File: src/rtl/wb_pkg.sv
// Shared sizing constants for the writeback register file and its per-register
// pending-write scoreboard.
package wb_pkg;

   localparam int REG_W  = 8;
   localparam int NREG   = 8;
   localparam int ADR_W  = 3;
   localparam int PEND_W = 2;

   localparam logic [PEND_W-1:0] PEND_MAX = 2'd3;

   typedef logic [REG_W-1:0]  reg_data_t;
   typedef logic [ADR_W-1:0]  reg_adr_t;
   typedef logic [PEND_W-1:0] pend_cnt_t;

   // True when an address selects the hard-wired zero register.
   function automatic logic is_r0(input reg_adr_t adr);
      return (adr == '0);
   endfunction

endpackage

File: src/rtl/wb_pend_cnt.sv
// Pending-write counter for one architectural register: counts issued writes that
// have not yet come back through writeback, and flags a writeback with nothing pending.
module wb_pend_cnt
   import wb_pkg::*;
(
   input  logic      clk,
   input  logic      rst,
   input  logic      i_inc,
   input  logic      i_dec,
   output pend_cnt_t o_pend,
   output logic      o_uflow
);

   pend_cnt_t r_pend;

   logic w_up;
   logic w_down;

   assign w_up   = i_inc & ~i_dec;
   assign w_down = i_dec & ~i_inc;

   // An inc/dec pair in the same cycle nets to zero; the hold at PEND_MAX is
   // a guard only, since the issue stall already refuses a fourth write.
   always_ff @(posedge clk or posedge rst) begin
      if (rst) begin
         r_pend <= '0;
      end else if (w_up && (r_pend != PEND_MAX)) begin
         r_pend <= r_pend + 1'b1;
      end else if (w_down && (r_pend != '0)) begin
         r_pend <= r_pend - 1'b1;
      end
   end

   assign o_pend  = r_pend;
   assign o_uflow = w_down & (r_pend == '0);

endmodule

File: src/rtl/wb_regfile.sv
// 8x8 register file with write-through bypass and a pending-write scoreboard that
// stalls issue on read-after-write hazards and on a fourth outstanding write.
module wb_regfile
   import wb_pkg::*;
(
   input  logic             clk,
   input  logic             rst,
   input  logic [REG_W-1:0] wb_result,
   input  logic [ADR_W-1:0] wb_dest,
   input  logic             wb_we,
   input  logic [ADR_W-1:0] rd_a_adr,
   input  logic [ADR_W-1:0] rd_b_adr,
   input  logic             rd_a_en,
   input  logic             rd_b_en,
   output logic [REG_W-1:0] rd_a_data,
   output logic [REG_W-1:0] rd_b_data,
   input  logic             iss_valid,
   input  logic             iss_we,
   input  logic [ADR_W-1:0] iss_dest,
   output logic             stall,
   output logic [NREG-1:0]  busy_vec,
   output logic             err_underflow
);

   reg_data_t r_regs [NREG];
   logic      r_err;

   pend_cnt_t         w_pend [NREG];
   logic [NREG-1:1]   w_inc;
   logic [NREG-1:1]   w_dec;
   logic [NREG-1:1]   w_uflow;
   logic [NREG-1:0]   w_eff_nz;
   logic [NREG-1:0]   w_full;
   logic              w_hz_a;
   logic              w_hz_b;
   logic              w_hz_full;
   logic              w_stall;

   assign w_pend[0]   = '0;
   assign w_eff_nz[0] = 1'b0;
   assign w_full[0]   = 1'b0;
   assign busy_vec[0] = 1'b0;

   for (genvar r = 1; r < NREG; r++) begin : g_pend
      assign w_dec[r] = wb_we & (wb_dest == ADR_W'(r));
      assign w_inc[r] = iss_valid & iss_we & ~w_stall & (iss_dest == ADR_W'(r));

      wb_pend_cnt u_pend_cnt (
         .clk     (clk),
         .rst     (rst),
         .i_inc   (w_inc[r]),
         .i_dec   (w_dec[r]),
         .o_pend  (w_pend[r]),
         .o_uflow (w_uflow[r])
      );

      // eff = pend - dec (floored) is nonzero exactly when pend exceeds dec.
      assign w_eff_nz[r] = (w_pend[r] > PEND_W'(w_dec[r]));
      assign w_full[r]   = (w_pend[r] == PEND_MAX) & ~w_dec[r];
      assign busy_vec[r] = (w_pend[r] != '0);
   end

   always_comb begin
      w_hz_a    = rd_a_en & ~is_r0(rd_a_adr) & w_eff_nz[rd_a_adr];
      w_hz_b    = rd_b_en & ~is_r0(rd_b_adr) & w_eff_nz[rd_b_adr];
      w_hz_full = iss_we  & ~is_r0(iss_dest) & w_full[iss_dest];
      w_stall   = iss_valid & (w_hz_a | w_hz_b | w_hz_full);
   end

   assign stall = w_stall;

   // r_regs[0] is reset and never written, so it is a constant zero.
   always_ff @(posedge clk or posedge rst) begin
      if (rst) begin
         for (int i = 0; i < NREG; i++) begin
            r_regs[i] <= '0;
         end
      end else if (wb_we && !is_r0(wb_dest)) begin
         r_regs[wb_dest] <= wb_result;
      end
   end

   always_ff @(posedge clk or posedge rst) begin
      if (rst) begin
         r_err <= 1'b0;
      end else if (|w_uflow) begin
         r_err <= 1'b1;
      end
   end

   assign err_underflow = r_err;

   always_comb begin
      rd_a_data = r_regs[rd_a_adr];
      if (is_r0(rd_a_adr)) begin
         rd_a_data = '0;
      end else if (wb_we && (wb_dest == rd_a_adr)) begin
         rd_a_data = wb_result;
      end
   end

   always_comb begin
      rd_b_data = r_regs[rd_b_adr];
      if (is_r0(rd_b_adr)) begin
         rd_b_data = '0;
      end else if (wb_we && (wb_dest == rd_b_adr)) begin
         rd_b_data = wb_result;
      end
   end

endmodule

File: config.mk
export PLATFORM = sky130hd
export DESIGN_NAME = wb_regfile
export DESIGN_NICKNAME = d
export VERILOG_FILES = /design/src/rtl/wb_pkg.sv /design/src/rtl/wb_pend_cnt.sv /design/src/rtl/wb_regfile.sv
export SDC_FILE = /design/constraint.sdc
export NUM_CORES = 1
export LEC_CHECK = 0
export ABC_AREA = 1
export BUFFER_PORTS_ARGS = -buffer_cell sky130_fd_sc_hd__buf_2
export CAP_MARGIN = 0
export CORE_MARGIN = 5
export CORE_UTILIZATION = 25
export DETAILED_ROUTE_END_ITERATION = 16
export GPL_TIMING_DRIVEN = 1
export SYNTH_ARGS = -nofsm -noshare
export SYNTH_HDL_FRONTEND = slang
export SYNTH_HIERARCHICAL = 1
export SYNTH_SLANG_ARGS = --single-unit
File: constraint.sdc
create_clock -name clk -period 2.8 [get_ports clk]
set_clock_uncertainty 0.1 [all_clocks]
set_input_delay 0.14 -clock clk [delete_from_list [all_inputs] [get_ports clk]]
set_output_delay 0.14 -clock clk [all_outputs]
set_load 0.01 [all_outputs]
Yosys cells after proc, flatten, opt, wreduce, memory -nomap -nowiden --
Cells that the tools add are included.
Cells by class: $add $sub $neg 14, multipliers 0, div/mod/pow operators 0, order comparisons 14, eq/ne operators 30, shift operators 0, muxes and demuxes 33, bitwise gates (word level) 74, reduce and logical (&&, ||, !) cells 45
Operators by type and width (number):
- 2-to-1 mux 8 bit | 9
- bitwise mux 64 bit | 1
- AND 1 bit | 51
- binary-select mux 8 bit (select 3 bit) | 2
- 2-to-1 mux 2 bit | 14
- nonzero test 2 bit | 14
- demux 8 bit (select 3 bit) | 1
- == test 3 bit, second input constant | 8
- logical AND 1 bit | 18
- NOT 1 bit | 18
- adder 2 x 1 -> 2 bit, second input constant | 7
- == test 2 bit, second input constant | 7
- > comparator 2 x 1 -> 1 bit | 7
- logical NOT 2 bit | 7
- inequality test 2 bit, second input constant | 7
- subtractor 2 x 1 -> 2 bit, second input constant | 7
- == test 3 x 2 -> 1 bit, second input constant | 4
- greater-or-equal comparator 4 bit, second input constant | 3
- logical NOT 3 bit | 4
- less-than comparator 3 x 4 -> 1 bit, second input constant | 3
- NOT 3 -> 4 bit | 3
- binary-select mux 1 bit (select 3 bit) | 3
- OR reduction 7 bit | 1
- == test 3 x 1 -> 1 bit, second input constant | 2
- 5 further kinds | 9
Storage, ports and cells: bits in registers 79, latch bits 0, memory bits (writable) 0, bits in read-only memories 0, input bits 27, output and inout port bits 26, logic and storage cells 226, memories kept 0

Depth between registers and ports, before layout --
Gate-level depths: netlist of the first run.
depth in word-level cells 17, mapped depth 21, depth with buffers taken out 20

Hierarchy --
The synthesis of the first run kept the hierarchy.
Modules (own cells, without submodules):
- wb_regfile | instances 1, cells an instance 667, area an instance 4405.5 um2, seq. area each 1626.6 um2
- wb_pend_cnt | instances 7, cells an instance 23, area an instance 135.1 um2, seq. area each 50.0 um2

Worst setup path after synthesis of the first run --
OpenSTA, ideal clock, no wires.
path type input -> register, start input wb_dest[0], end register r_err, in the netlist err_underflow, setup time 0.129 ns, arrival 2.283 ns, required time 2.571 ns, setup slack 0.289 ns, stages on the path 21, buffers on the path 1, cell sequence nand2_1 > inv_2 > nand2_2 > clkbuf_1 > inv_1 > ha_1 > inv_1 > nand2_1 > nand3_1 > nand2_1 > inv_1 > a21oi_1 > nor2_1 > nor2_2 > nand3_2 > nor2_1 > inv_1 > nand2_1 > nor2_1 > nor4_1 > nand2_1
On the way: longest elaborated chain between the ends 16, elaborated cells on any way between the ends 78, classes of those cells order compare (7); eq/ne (7); mux (6); bitwise (57); reduce/logical (1)
RTL lines:
- start, declared | RTL line wb_regfile.sv:9 | input logic [ADR_W-1:0] wb_dest,
- == test 3 bit (*) | RTL line wb_regfile.sv:45 | assign w_dec[r] = wb_we & (wb_dest == ADR_W'(r));
- AND 1 bit (*) | RTL line wb_regfile.sv:45
- named net w_dec, one bit | RTL line wb_regfile.sv:30 | logic [NREG-1:1] w_dec;
- > comparator 2 x 1 -> 1 bit / NOT 1 bit (equally long branches) | RTL line wb_regfile.sv:58, wb_regfile.sv:59
- binary-select mux 1 bit (select 3 bit) (tied with other cells) | RTL line wb_regfile.sv:64 | w_hz_a = rd_a_en & ~is_r0(rd_a_adr) & w_eff_nz[rd_a_adr];
- 2-to-1 mux 1 bit (implied by the code) (tied with other cells) | RTL line wb_regfile.sv:64
- AND 1 bit (tied with other cells) | RTL line wb_regfile.sv:64
- bitwise OR 1 bit / AND 1 bit (equally long branches) | RTL line wb_regfile.sv:67, wb_regfile.sv:66
- [... 2 more ...]
- NOT 1 bit (*) | RTL line wb_regfile.sv:46 | assign w_inc[r] = iss_valid & iss_we & ~w_stall & (iss_dest == ADR_W'(r));
- AND 1 bit (*) (2 in series) | RTL line wb_regfile.sv:46
- named net w_inc, one bit | RTL line wb_regfile.sv:29 | logic [NREG-1:1] w_inc;
- NOT 1 bit (*) | RTL line wb_pend_cnt.sv:20 | assign w_down = i_dec & ~i_inc;
- AND 1 bit (*) | RTL line wb_pend_cnt.sv:20
- AND 1 bit (*) | RTL line wb_pend_cnt.sv:35 | assign o_uflow = w_down & (r_pend == '0);
- named net w_uflow, one bit | RTL line wb_regfile.sv:31 | logic [NREG-1:1] w_uflow;
- OR reduction 7 bit (*) | RTL line wb_regfile.sv:86 | end else if (|w_uflow) begin
- end signal, assigned | RTL line wb_regfile.sv:85 | r_err <= 1'b0;
- end signal, assigned | RTL line wb_regfile.sv:87 | r_err <= 1'b1;
- end, declared | RTL line wb_regfile.sv:26 | logic r_err;
Mark *: on every way through the listed nets, which the timed path passes. The rest lies on a longest branch. The select of a mux whose other input is x is not followed. A chain may end at the register's enable or synchronous reset.

Worst setup path after layout of the first run --
start register g_pend[7].u_pend_cnt.r_pend[0], end register r_err, in the netlist err_underflow
On the way: longest elaborated chain between the ends 14, elaborated cells on any way between the ends 47, classes of those cells order compare (1); eq/ne (1); mux (6); bitwise (37); reduce/logical (2)
RTL lines:
- start, declared | RTL line wb_pend_cnt.sv:14 | pend_cnt_t r_pend;
- start signal, assigned | RTL line wb_pend_cnt.sv:28 | r_pend <= r_pend + 1'b1;
- start signal, assigned | RTL line wb_pend_cnt.sv:30 | r_pend <= r_pend - 1'b1;
- > comparator 2 x 1 -> 1 bit / == test 2 bit (equally long branches) | RTL line wb_regfile.sv:58, wb_regfile.sv:59
- binary-select mux 1 bit (select 3 bit) (tied with other cells) | RTL line wb_regfile.sv:64
- 2-to-1 mux 1 bit (implied by the code) (tied with other cells) | RTL line wb_regfile.sv:64
- AND 1 bit (tied with other cells) | RTL line wb_regfile.sv:64
- bitwise OR 1 bit / AND 1 bit (equally long branches) | RTL line wb_regfile.sv:67, wb_regfile.sv:66
- bitwise OR 1 bit (*) | RTL line wb_regfile.sv:67 | w_stall = iss_valid & (w_hz_a | w_hz_b | w_hz_full);
- AND 1 bit (*) | RTL line wb_regfile.sv:67
- NOT 1 bit (*) | RTL line wb_regfile.sv:46
- AND 1 bit (*) (2 in series) | RTL line wb_regfile.sv:46
- named net w_inc, one bit | RTL line wb_regfile.sv:29
- NOT 1 bit (*) | RTL line wb_pend_cnt.sv:20
- AND 1 bit (*) | RTL line wb_pend_cnt.sv:20
- AND 1 bit (*) | RTL line wb_pend_cnt.sv:35
- named net w_uflow, one bit | RTL line wb_regfile.sv:31
- OR reduction 7 bit (*) | RTL line wb_regfile.sv:86
Marked as above.

==> results of run 1 <==
[cell usage after synthesis (all sizes together), types with 4 or more instances]
cell type	number	area [µm²]
ha	7	87.6
a21oi	63	315
a211oi	4	30.0
clkbuf	23	86.3
buf	20	129
nor2	58	228
nand2	259	1010
dfrtp	79	1980
o21ai	102	510
inv	118	443
o22ai	6	37.5
nand3	68	345
a31oi	6	37.5
[sequential cells by signal (all words and copies together), names as in the netlist]
register,count
g_pend.u_pend_cnt/o_pend,14
err_underflow,1
r_regs,64
[cells by family (layout without fill, tap and decap cells)]
kind of cell	count (synthesis)	count (layout)	synth area share, %
and+or+nand+nor	391	391	30.4
AOI/OAI and AO/OA	189	189	18.6
buffers and inverters	161	217	12.3
DFF	79	79	36.9
adders and majority gates	7	7	1.64
other	1	1	0.0701
[worst max-delay path by stage]
stage,from,to,depth (start not counted),slack [ps]
after global placement,wb_dest[0],err_underflow$_DFFE_PP0P_,19,-4
after detailed placement,wb_dest[0],err_underflow$_DFFE_PP0P_,19,70
after floorplan,wb_dest[0],err_underflow$_DFFE_PP0P_,21,290
final,g_pend[7].u_pend_cnt/o_pend[0]$_DFFE_PP0P_,err_underflow$_DFFE_PP0P_,17,280
after CTS,g_pend[7].u_pend_cnt/o_pend[0]$_DFFE_PP0P_,err_underflow$_DFFE_PP0P_,17,100
after global routing,g_pend[7].u_pend_cnt/o_pend[0]$_DFFE_PP0P_,err_underflow$_DFFE_PP0P_,17,30
[final cells by class]
type	instances	area, µm²
fillers	2288	14700
multi-input cells	588	2750
flip-flops and latches	79	1980
repair buffers	83	510
inverters	118	443
well taps	275	344
clock buffers	9	225
clock inverters	7	109
[metal layers]
layer	track usage, %	vias to the layer above	routed length, µm
li1	-	2754	-
met1	18.4	2449	7760
met2	23.7	188	8130
met3	2.35	37	987
met4	6.12	0	511
met5	0	-	0
[stage by stage]
stage	power [mW]	instance area, µm²	setup WS [ps]	setup TNS (ps)
floorplan	2.31	5350	289	0
global placement	2.70	5970	-4.27	-4.27
detailed placement	2.72	5970	65.4	0
CTS	4.09	6310	103	0
global route	4.36	6350	30.9	0
finish	4.07	6350	284	0
[tightest hold or removal path, delay by kind of cell]
kind | cells | cell delay (ps)
buffers and inverters | 2 | 200
AOI/OAI and AO/OA | 1 | 170
[where the power goes]
part	internal (mW)	switching, mW	leakage, nW	total [mW]
Sequential	1.35	0.171	1.01	1.52
Combinational	0.464	0.748	2.04	1.21
Clock	0.803	0.539	0.165	1.34
[repair_timing]
item / CTS / global route
endpoints found under the hold margin: 38 / 0
hold buffers: 1 / 0
endpoints found under the setup margin: 0 / 1
resized for setup: 0 / 8
setup buffers: 0 / 2
==> impl_metrics.yaml, run 1 <==
status:
  outcome: "complete, no violations"
logic_synthesis:
  synth_edf_count: 0
  synth-seq-cells: 79
  synth.distinct_cells: 29
  syn_inst: 828
  ys_seq_area_share_pct: 36.9
  synthArstFlopShare_pct: 100
  syn_area_per_cell_um2: 6.46
  yosys_warnings: 6
  synth_top_flop_cell: "dfrtp_1"
  syn_nets: 862
  synthesis.area_um2: 5350
floorplan:
  initial_core_util_pct: 25.5
  core-area_um2: 21000
  die_h_um: 156
  die_w_um: 156
  die_area_um2: 24400
  rows: 53
  ios: 53
routing:
  wl_per_cell_um: 15.0
  drc: 0
  ant_nets: 0
  avgViaCountPerCell: 4.68
  dr_total_vias: 5428
  firstDrtPassIters: 5
  drt_iter0_drc: 431
  wl_um: 17400
critical_path:
  critPathMaxFanout: 7
  critical_path_buf_inv_count: 3
  endpoint_kind: "register"
  rr_endpoint: "err_underflow$_DFFE_PP0P_"
  crit_chain: "inv_1 > ha_1 > inv_1 > nand2_1 > nand2_1 > nand2_1 > nand3_1 > a21oi_1 > nor2_1 > nor2_2 > nand3_4 > nor2_2 > inv_1 > nand2_1 > nor2_1 > nor4_2 > nand2_1"
  cpPeakStageDelay_ps: 410
  worst_setup_path_start_kind: "register"
  regToRegStartpoint: "g_pend[7].u_pend_cnt/o_pend[0]$_DFFE_PP0P_"
  reg2reg_slack_ps: 280
  cpMostUsedCell: "nand2_1"
  crit_family: "simple AND/OR/NAND/NOR gates"
  crit_path_top_delay_cell: "dfrtp_2"
  worstPathArrival_ps: 2650
  critical_path_class: "reg -> reg"
  cp_data_required_time_ps: 2930
  reg2reg_depth: 17
cells_and_area:
  final_cell_mix: "nand2_1, inv_1, o21ai_0"
  syn_to_final_growth_pct: 18.8
  layout_commonest_cell: "nand2_1"
  finalNonFillerCells: 1159
  antennaDiodeCount: 0
  fin_util_pct: 30.2
  drive_gt1_share_pct: 16.0
  final_net_count: 913
place:
  routabilityCongestion: 0.869
  portBuffers: 51
  dpl.hpwl_um: 11900
  dp.cells: 1140
global_route:
  antenna_found_initial: 0
  track_usage_pct: 14.3
  grt_pass1_vias: 5133
  grt_overflow: 0
  grt_pass1_wl_um: 27500
  grt_max_degree: 42
hold_path:
  worst_hold_path_type: "in -> reg"
  min_to: "r_regs[35]$_DFFE_PP0P_"
  min_path_cells: 3
  min_from: "wb_result[3]"
timing:
  hold_slack_ps: 83.7
  relSlewSlack_pct: 59.0
  rsz0062_at_grt: "false"
  worst_pin_slew_ps: 614
  min_period_ps: 2520
  hold_viol_final: 0
  maxSlewViolCount: 0
  setup_viol: 0
  post-route-period-util_pct: 89.8
  max_freq_mhz: 398
clocking:
  clk_latency_ps: 350
  clk_pin_slew_worst_paths_ps: 70
  h-tree-depth: 3
  cts_buffers: 9
  cts-root-buf: "clkbuf_16"
  clock_sinks: 79
  cts_tree: "built"
  cts_buffer_depth: 2
run:
  cap_violations: 0
pwr:
  vdd_ir_drop_max_mv: 0.237
  p_leak_nw: 3.21
  powerDensity_nw_per_um2: 641
(Power assumes the default switching activity.)
==> inputs of run 2 (changes only) <==
ABC_AREA = 0   (was 1)
==> run 2 against run 1 <==
Via count fell by 21%; largest cell class unchanged; first-iteration DRC count is 31% lower; critical endpoint is now g_pend[3].u_pend_cnt/o_pend[0]$_DFFE_PP0P_; sequential cell count did not move; register-to-register slack lost 230 ps; utilization grew 2.6 points; maximum frequency decreased by 8.4%; sequential share of layout area is 1.4 points lower.
==> impl_metrics.yaml, run 2 <==
pwr:
  p_clk_share_pct: 30.3
  comb_power_share_pct: 31.8
  power_frac_seq_pct: 37.9
  p_sw_share_pct: 32.7
  vdd_ir_drop_max_mv: 0.330
  powerDensity_nw_per_um2: 600
  finalPower_mw: 3.99
  p_leak_nw: 3.10
  p_switching_mw: 1.30
  internal_power_mw: 2.68
logic_synthesis:
  synthArstFlopShare_pct: 100
  synth_edf_count: 0
  synth_top_flop_cell: "dfrtp_1"
  yosys_warnings: 6
  syn_area_per_cell_um2: 9.45
  synth_area_leader_cell: "dfrtp_1"
  synthTopCellsByArea: "dfrtp_1, mux4_2, nand2_1, mux2i_1, a211oi_1"
  syn_nets: 578
  yosysMostFrequentCell: "nand2_1"
  ys_top_cells_by_count: "nand2_1, dfrtp_1, mux4_2"
  synth_top_area_share_pct: 38.5
  synthesis.area_um2: 5140
  ys_seq_area_share_pct: 38.5
  synth.distinct_cells: 55
  syn_inst: 544
  synth-seq-cells: 79
global_route:
  grt_max_degree: 37
  grt_pass1_wl_um: 25100
  grt_overflow: 0
  track_usage_pct: 13.7
  antenna_found_initial: 0
  grt_pass1_vias: 4414
timing:
  hold_viol_final: 0
  worst_pin_slew_ps: 1250
  hold_slack_ps: 14.4
  rsz0062_at_grt: "true"
  post-route-period-util_pct: 98.1
  maxSlewViolCount: 0
  max_freq_mhz: 364
  setup_tns_ps: 0
  setup_viol: 0
  relSlewSlack_pct: 16.3
  min_period_ps: 2750
routing:
  dr_total_vias: 4303
  firstDrtPassIters: 4
  ant_nets: 0
  drt_iter0_drc: 296
  avgViaCountPerCell: 4.71
  drc: 0
  wl_um: 15700
  wl_per_cell_um: 17.2
cells_and_area:
  fin_util_pct: 32.8
  antennaDiodeCount: 0
  register_area_um2: 1980
  drive_gt1_share_pct: 34.9
  fillers: 2081
  multiInputGateArea_um2: 3080
  largest-register: "r_regs"
  largest_reg_flops: 64
  syn_to_final_growth_pct: 29.3
  final_cell_mix: "nand2_1, dfrtp_1, buf_4"
  final_net_count: 673
  final_area_um2: 6650
  layout_commonest_cell: "nand2_1"
place:
  dpl.hpwl_um: 11000
  portBuffers: 51
  routabilityCongestion: 0.802
  placed_area_um2: 6190
critical_path:
  critPathMaxFanout: 8
  cp_data_required_time_ps: 2930
  critical_path_class: "reg -> reg"
  endpoint_kind: "register"
  worst_setup_path_start_kind: "register"
  worstPathArrival_ps: 2880
  reg2reg_slack_ps: 50
clocking:
  cts-root-buf: "clkbuf_16"
  clk_pin_slew_worst_paths_ps: 60
  clock_sinks: 79
  h-tree-depth: 3
  cts_buffer_depth: 2
  cts_tree: "built"
  clk_latency_ps: 340
  cts_buffers: 9
floorplan:
  die_w_um: 153
  ios: 53
  die_area_um2: 23500
  core-area_um2: 20200
  die_h_um: 153
  initial_core_util_pct: 25.4
  rows: 52
hold_path:
  worst_hold_path_type: "in -> reg"
status:
  outcome: "complete, no violations"
run:
  cap_violations: 0
-- run 2: final cells by class --
type	count	area share [%]
clock inverter	7	1.17
inverter	25	1.73
clock buffer	9	3.39
sequential	79	29.7
tap	270	5.08
timing repair buffer	121	12.6
multi-input combinational	403	46.3
-- run 2: final timing paths --
| check | from | end | depth (start not counted) |
|---|---|---|---|
| max | g_pend[2].u_pend_cnt/o_pend[0]$_DFFE_PP0P_ | g_pend[3].u_pend_cnt/o_pend[0]$_DFFE_PP0P_ | 12 |
| min | wb_result[7] | r_regs[47]$_DFFE_PP0P_ | 3 |
| max reg2reg | g_pend[2].u_pend_cnt/o_pend[0]$_DFFE_PP0P_ | g_pend[3].u_pend_cnt/o_pend[0]$_DFFE_PP0P_ | 12 |
| min reg2reg | r_regs[59]$_DFFE_PP0P_ | r_regs[59]$_DFFE_PP0P_ | 0 |
| max in group asynchronous | rst | r_regs[15]$_DFFE_PP0P_ | 4 |
| min in group asynchronous | rst | g_pend[2].u_pend_cnt/o_pend[0]$_DFFE_PP0P_ | 3 |
-- run 2: power by group through the flow --
stage / clock network (mW) / logic (mW) / registers (mW)
finish: 1.21 / 1.27 / 1.51
global placement: 0 / 1.22 / 1.51
global route: 1.29 / 1.41 / 1.54
CTS: 1.24 / 1.25 / 1.51
detailed placement: 0 / 1.23 / 1.53
floorplan: 0 / 0.767 / 1.55
-- run 2: stage by stage --
stage,worst slack (ps),std cells
2_1_floorplan,-133,544
3_3_place_gp,-176,889
3_5_place_dp,-196,889
4_1_cts,-15.2,912
5_1_grt,-71.2,914
6_report,52.6,914
-- run 2: logic make-up (layout without fill, tap and decap cells) --
family / Yosys count / after routing / synth area share (%)
flip-flops: 79 / 79 / 38.5
multiplexers: 56 / 56 / 18.9
AND/OR/NAND/NOR: 273 / 273 / 26.1
AO/OA/AOI/OAI: 60 / 60 / 8.42
buffers and inverters: 62 / 162 / 5.35
other: 1 / 1 / 0.0729
XOR/XNOR: 6 / 6 / 1.02
adder cells (fa/ha/maj): 7 / 7 / 1.70
-- run 2: routing by layer --
layer / part of all wire [%] / track usage (%)
met5: 0 / 0
met4: 0.89 / 2.65
met3: 7.5 / 3.65
met2: 46 / 21.4
met1: 45 / 19.5
-- run 2: repair_timing --
action | 4_1_cts | 5_1_grt
hold buffers | 7 | 0
pin swaps | 5 | 2
setup endpoints to repair | 3 | 15
buffers inserted | 0 | 2
endpoints found under the hold margin | 70 | 0
gates resized for setup | 4 | 8
-- run 2: critical path, cell delays in order (launching register included) --
cell      delay [ps]
dfrtp_1          360
inv_2             50
ha_4             260
o21ba_4          140
o221ai_2          90
or3b_1           400
a211o_4          420
buf_4            170
nor4_4           140
buf_4            160
and3b_1          170
nor3_2           130
a21oi_2           50
==> inputs of run 3 (changes only) <==
RECOVER_POWER = 100   (was not set)
SYNTH_HIERARCHICAL = not set   (was 1)
==> run 3 against run 2 <==
The run now ends with hold timing left; via count is 6.0% lower; routed wire length is 8.3% lower; global-route usage is 1.0 points lower; critical path depth is 3 lower; sequential share of layout area is 3.1 points higher; die area is 1.9% lower; non-clock buffer count is 36 lower; clock power is 13% higher; critical path type unchanged.
==> impl_metrics.yaml, run 3 <==
critical_path:
  critPathMaxFanout: 9
  critical_path_buf_inv_count: 1
  crit_chain: "inv_1 > ha_1 > o21bai_1 > o32ai_1 > a311oi_2 > or2_4 > o31ai_4 > o22ai_1 > or4_1"
  endpoint_kind: "register"
  crit_path_top_delay_cell: "or4_1"
  crit_family: "compound AO/OA/AOI/OAI gates"
  critical_path_class: "reg -> reg"
  cpPeakStageDelay_ps: 490
  worstPathArrival_ps: 2800
  worst_setup_path_start_kind: "register"
  cp_data_required_time_ps: 2910
logic_synthesis:
  synth_top_flop_cell: "dfrtp_1"
  synth_top_family_by_area: "multiplexers"
  synthAdderAreaFrac_pct: 1.74
  yosysMostFrequentCell: "nand2_1"
  syn_area_per_cell_um2: 9.93
  yosys_warnings: 0
  ys_top_cells_by_count: "nand2_1, dfrtp_1, mux4_2"
  ys_seq_area_share_pct: 39.3
  synth_edf_count: 0
  synth.distinct_cells: 59
  synth_compound_area_share_pct: 9.99
  synth-seq-cells: 79
  synth_area_leader_cell: "dfrtp_1"
  syn_inst: 507
  syn_nets: 541
  synthTopCellsByArea: "dfrtp_1, mux4_2, nand2_1, mux2_2, mux2i_1"
  synthesis.area_um2: 5040
  synth-simple-area-share_pct: 18.1
  synth_top_area_share_pct: 39.3
  synthXorXnorAreaFrac_pct: 1.57
  synthArstFlopShare_pct: 100
  synthMuxAreaShare_pct: 23.5
place:
  routabilityCongestion: 0.853
  dp.cells: 810
  portBuffers: 51
  placed_area_um2: 5710
  dpl.hpwl_um: 10200
global_route:
  grt_max_degree: 56
  grt_pass1_wl_um: 23500
  antenna_found_initial: 0
  grt_overflow: 0
  grt_pass1_vias: 4093
  track_usage_pct: 12.7
clocking:
  cts_buffer_depth: 2
  clk_latency_ps: 340
  postCtsSetupBuffers: 0
  cts_buffers: 9
  h-tree-depth: 3
  clock_sinks: 79
  cts-root-buf: "clkbuf_16"
  clk_pin_slew_worst_paths_ps: 60
  cts_tree: "built"
floorplan:
  initial_core_util_pct: 25.1
  die_h_um: 152
  ios: 53
  die_area_um2: 23100
  core-area_um2: 20000
  rows: 52
  die_w_um: 152
timing:
  setup_viol: 0
  rsz0062_at_grt: "true"
  post-route-period-util_pct: 95.9
  hold_viol_final: 1
  min_period_ps: 2690
  hold_slack_ps: -1.81
  maxSlewViolCount: 0
  worst_pin_slew_ps: 1340
  relSlewSlack_pct: 9.88
  max_freq_mhz: 372
status:
  outcome: "finished, violations left"
  violations: "hold timing"
cells_and_area:
  antennaDiodeCount: 0
  finalNonFillerCells: 830
  layout_commonest_cell: "nand2_1"
  largest-register: "r_regs"
  fillers: 2147
  syn_to_final_growth_pct: 19.4
  register_area_um2: 1980
  fin_util_pct: 30.0
  final_area_um2: 6010
  final_net_count: 589
  final_cell_mix: "nand2_1, dfrtp_1, mux4_2, clkbuf_1, nor2_1"
  drive_gt1_share_pct: 24.5
  largest_reg_flops: 64
  multiInputGateArea_um2: 2830
routing:
  ant_nets: 0
  firstDrtPassIters: 4
  wl_um: 14400
  wl_per_cell_um: 17.3
  drc: 0
  drt_iter0_drc: 232
  dr_total_vias: 4044
  avgViaCountPerCell: 4.87
pwr:
  vdd_ir_drop_max_mv: 0.300
  p_leak_nw: 2.63
  powerDensity_nw_per_um2: 659
hold_path:
  worst_hold_path_type: "in -> reg"
run:
  cap_violations: 0
[run 3: cell types whose count changed in the layout (fill, tap and decap cells not counted), sizes merged, moves of 5 or more]
cell / delta
nor3: -10
nor4: -6
and3b: -8
o21bai: +5
nand2: -51
clkbuf: +34
nand2b: -13
mux2: +17
nor2: +9
o21ai: -6
buf: -66
clkinv: -8
[run 3: area by class of cell]
cell class              count  share of cell area (%)
clock buffers              10                    3.81
clock inverters             6                    1.91
inverters                  19                    1.19
multi-input cells         361                    47.0
flip-flops and latches     79                    32.9
well taps                 270                    5.62
repair buffers             85                    7.57
[run 3: worst reg2reg max path, cell delays in order, from the launching register on]
cell      delay, ps
dfrtp_1         380
inv_1           100
ha_1            290
o21bai_1        100
o32ai_1         320
a311oi_2        100
or2_4           330
o31ai_4         230
o22ai_1         120
or4_1           490
[run 3: timing repair]
action,CTS,global route
hold buffers,4,0
resized for setup,0,1
endpoints found under the setup margin,0,2
endpoints found under the hold margin,61,0
[run 3: path summary, 6_finish.rpt]
check / endpoint / cells after the start / slack, ps / from
min: r_regs[15]$_DFFE_PP0P_ / 3 / -2 / wb_result[7]
min reg2reg: r_regs[61]$_DFFE_PP0P_ / 0 / 300 / r_regs[61]$_DFFE_PP0P_
max reg2reg: err_underflow$_DFFE_PP0P_ / 9 / 110 / g_pend[2].u_pend_cnt.o_pend[0]$_DFFE_PP0P_
max in group asynchronous: r_regs[36]$_DFFE_PP0P_ / 4 / 800 / rst
max: err_underflow$_DFFE_PP0P_ / 9 / 110 / g_pend[2].u_pend_cnt.o_pend[0]$_DFFE_PP0P_
min in group asynchronous: r_regs[59]$_DFFE_PP0P_ / 3 / 560 / rst
[run 3: stage by stage]
step | power (mW) | TNS [ps] | setup slack [ps]
after detailed placement | 2.63 | 0 | 9.39
final | 3.96 | 0 | 114
after global placement | 2.60 | 0 | 71.3
after CTS | 4.01 | 0 | 144
after floorplan | 2.29 | 0 | 7.75
after global routing | 4.19 | -2.88 | -2.88
[run 3: routing by layer]
layer / up-vias / part of all wire [%] / GRT usage, %
met2: 133 / 45 / 18.7
met4: 0 / 0.90 / 2.65
li1: 1901 / - / -
met3: 14 / 7.3 / 3.38
met1: 1996 / 47 / 18.8
met5: - / 0 / 0
[run 3: report_power, final]
part | leakage (nW) | internal, mW | switching [mW]
clock | 0.164 | 0.878 | 0.496
sequential | 0.972 | 1.36 | 0.174
combinational | 1.50 | 0.509 | 0.547
total | 2.63 | 2.74 | 1.22
[run 3: cells by family (layout without fill, tap and decap cells)]
logic type               Yosys count  in the layout
AO/OA/AOI/OAI                     70             70
XOR/XNOR                           9              9
adder cells (fa/ha/maj)            7              7
buffers and inverters             67            120
flip-flops                        79             79
multiplexers                      75             75
other                              1              1
AND/OR/NAND/NOR                  199            199
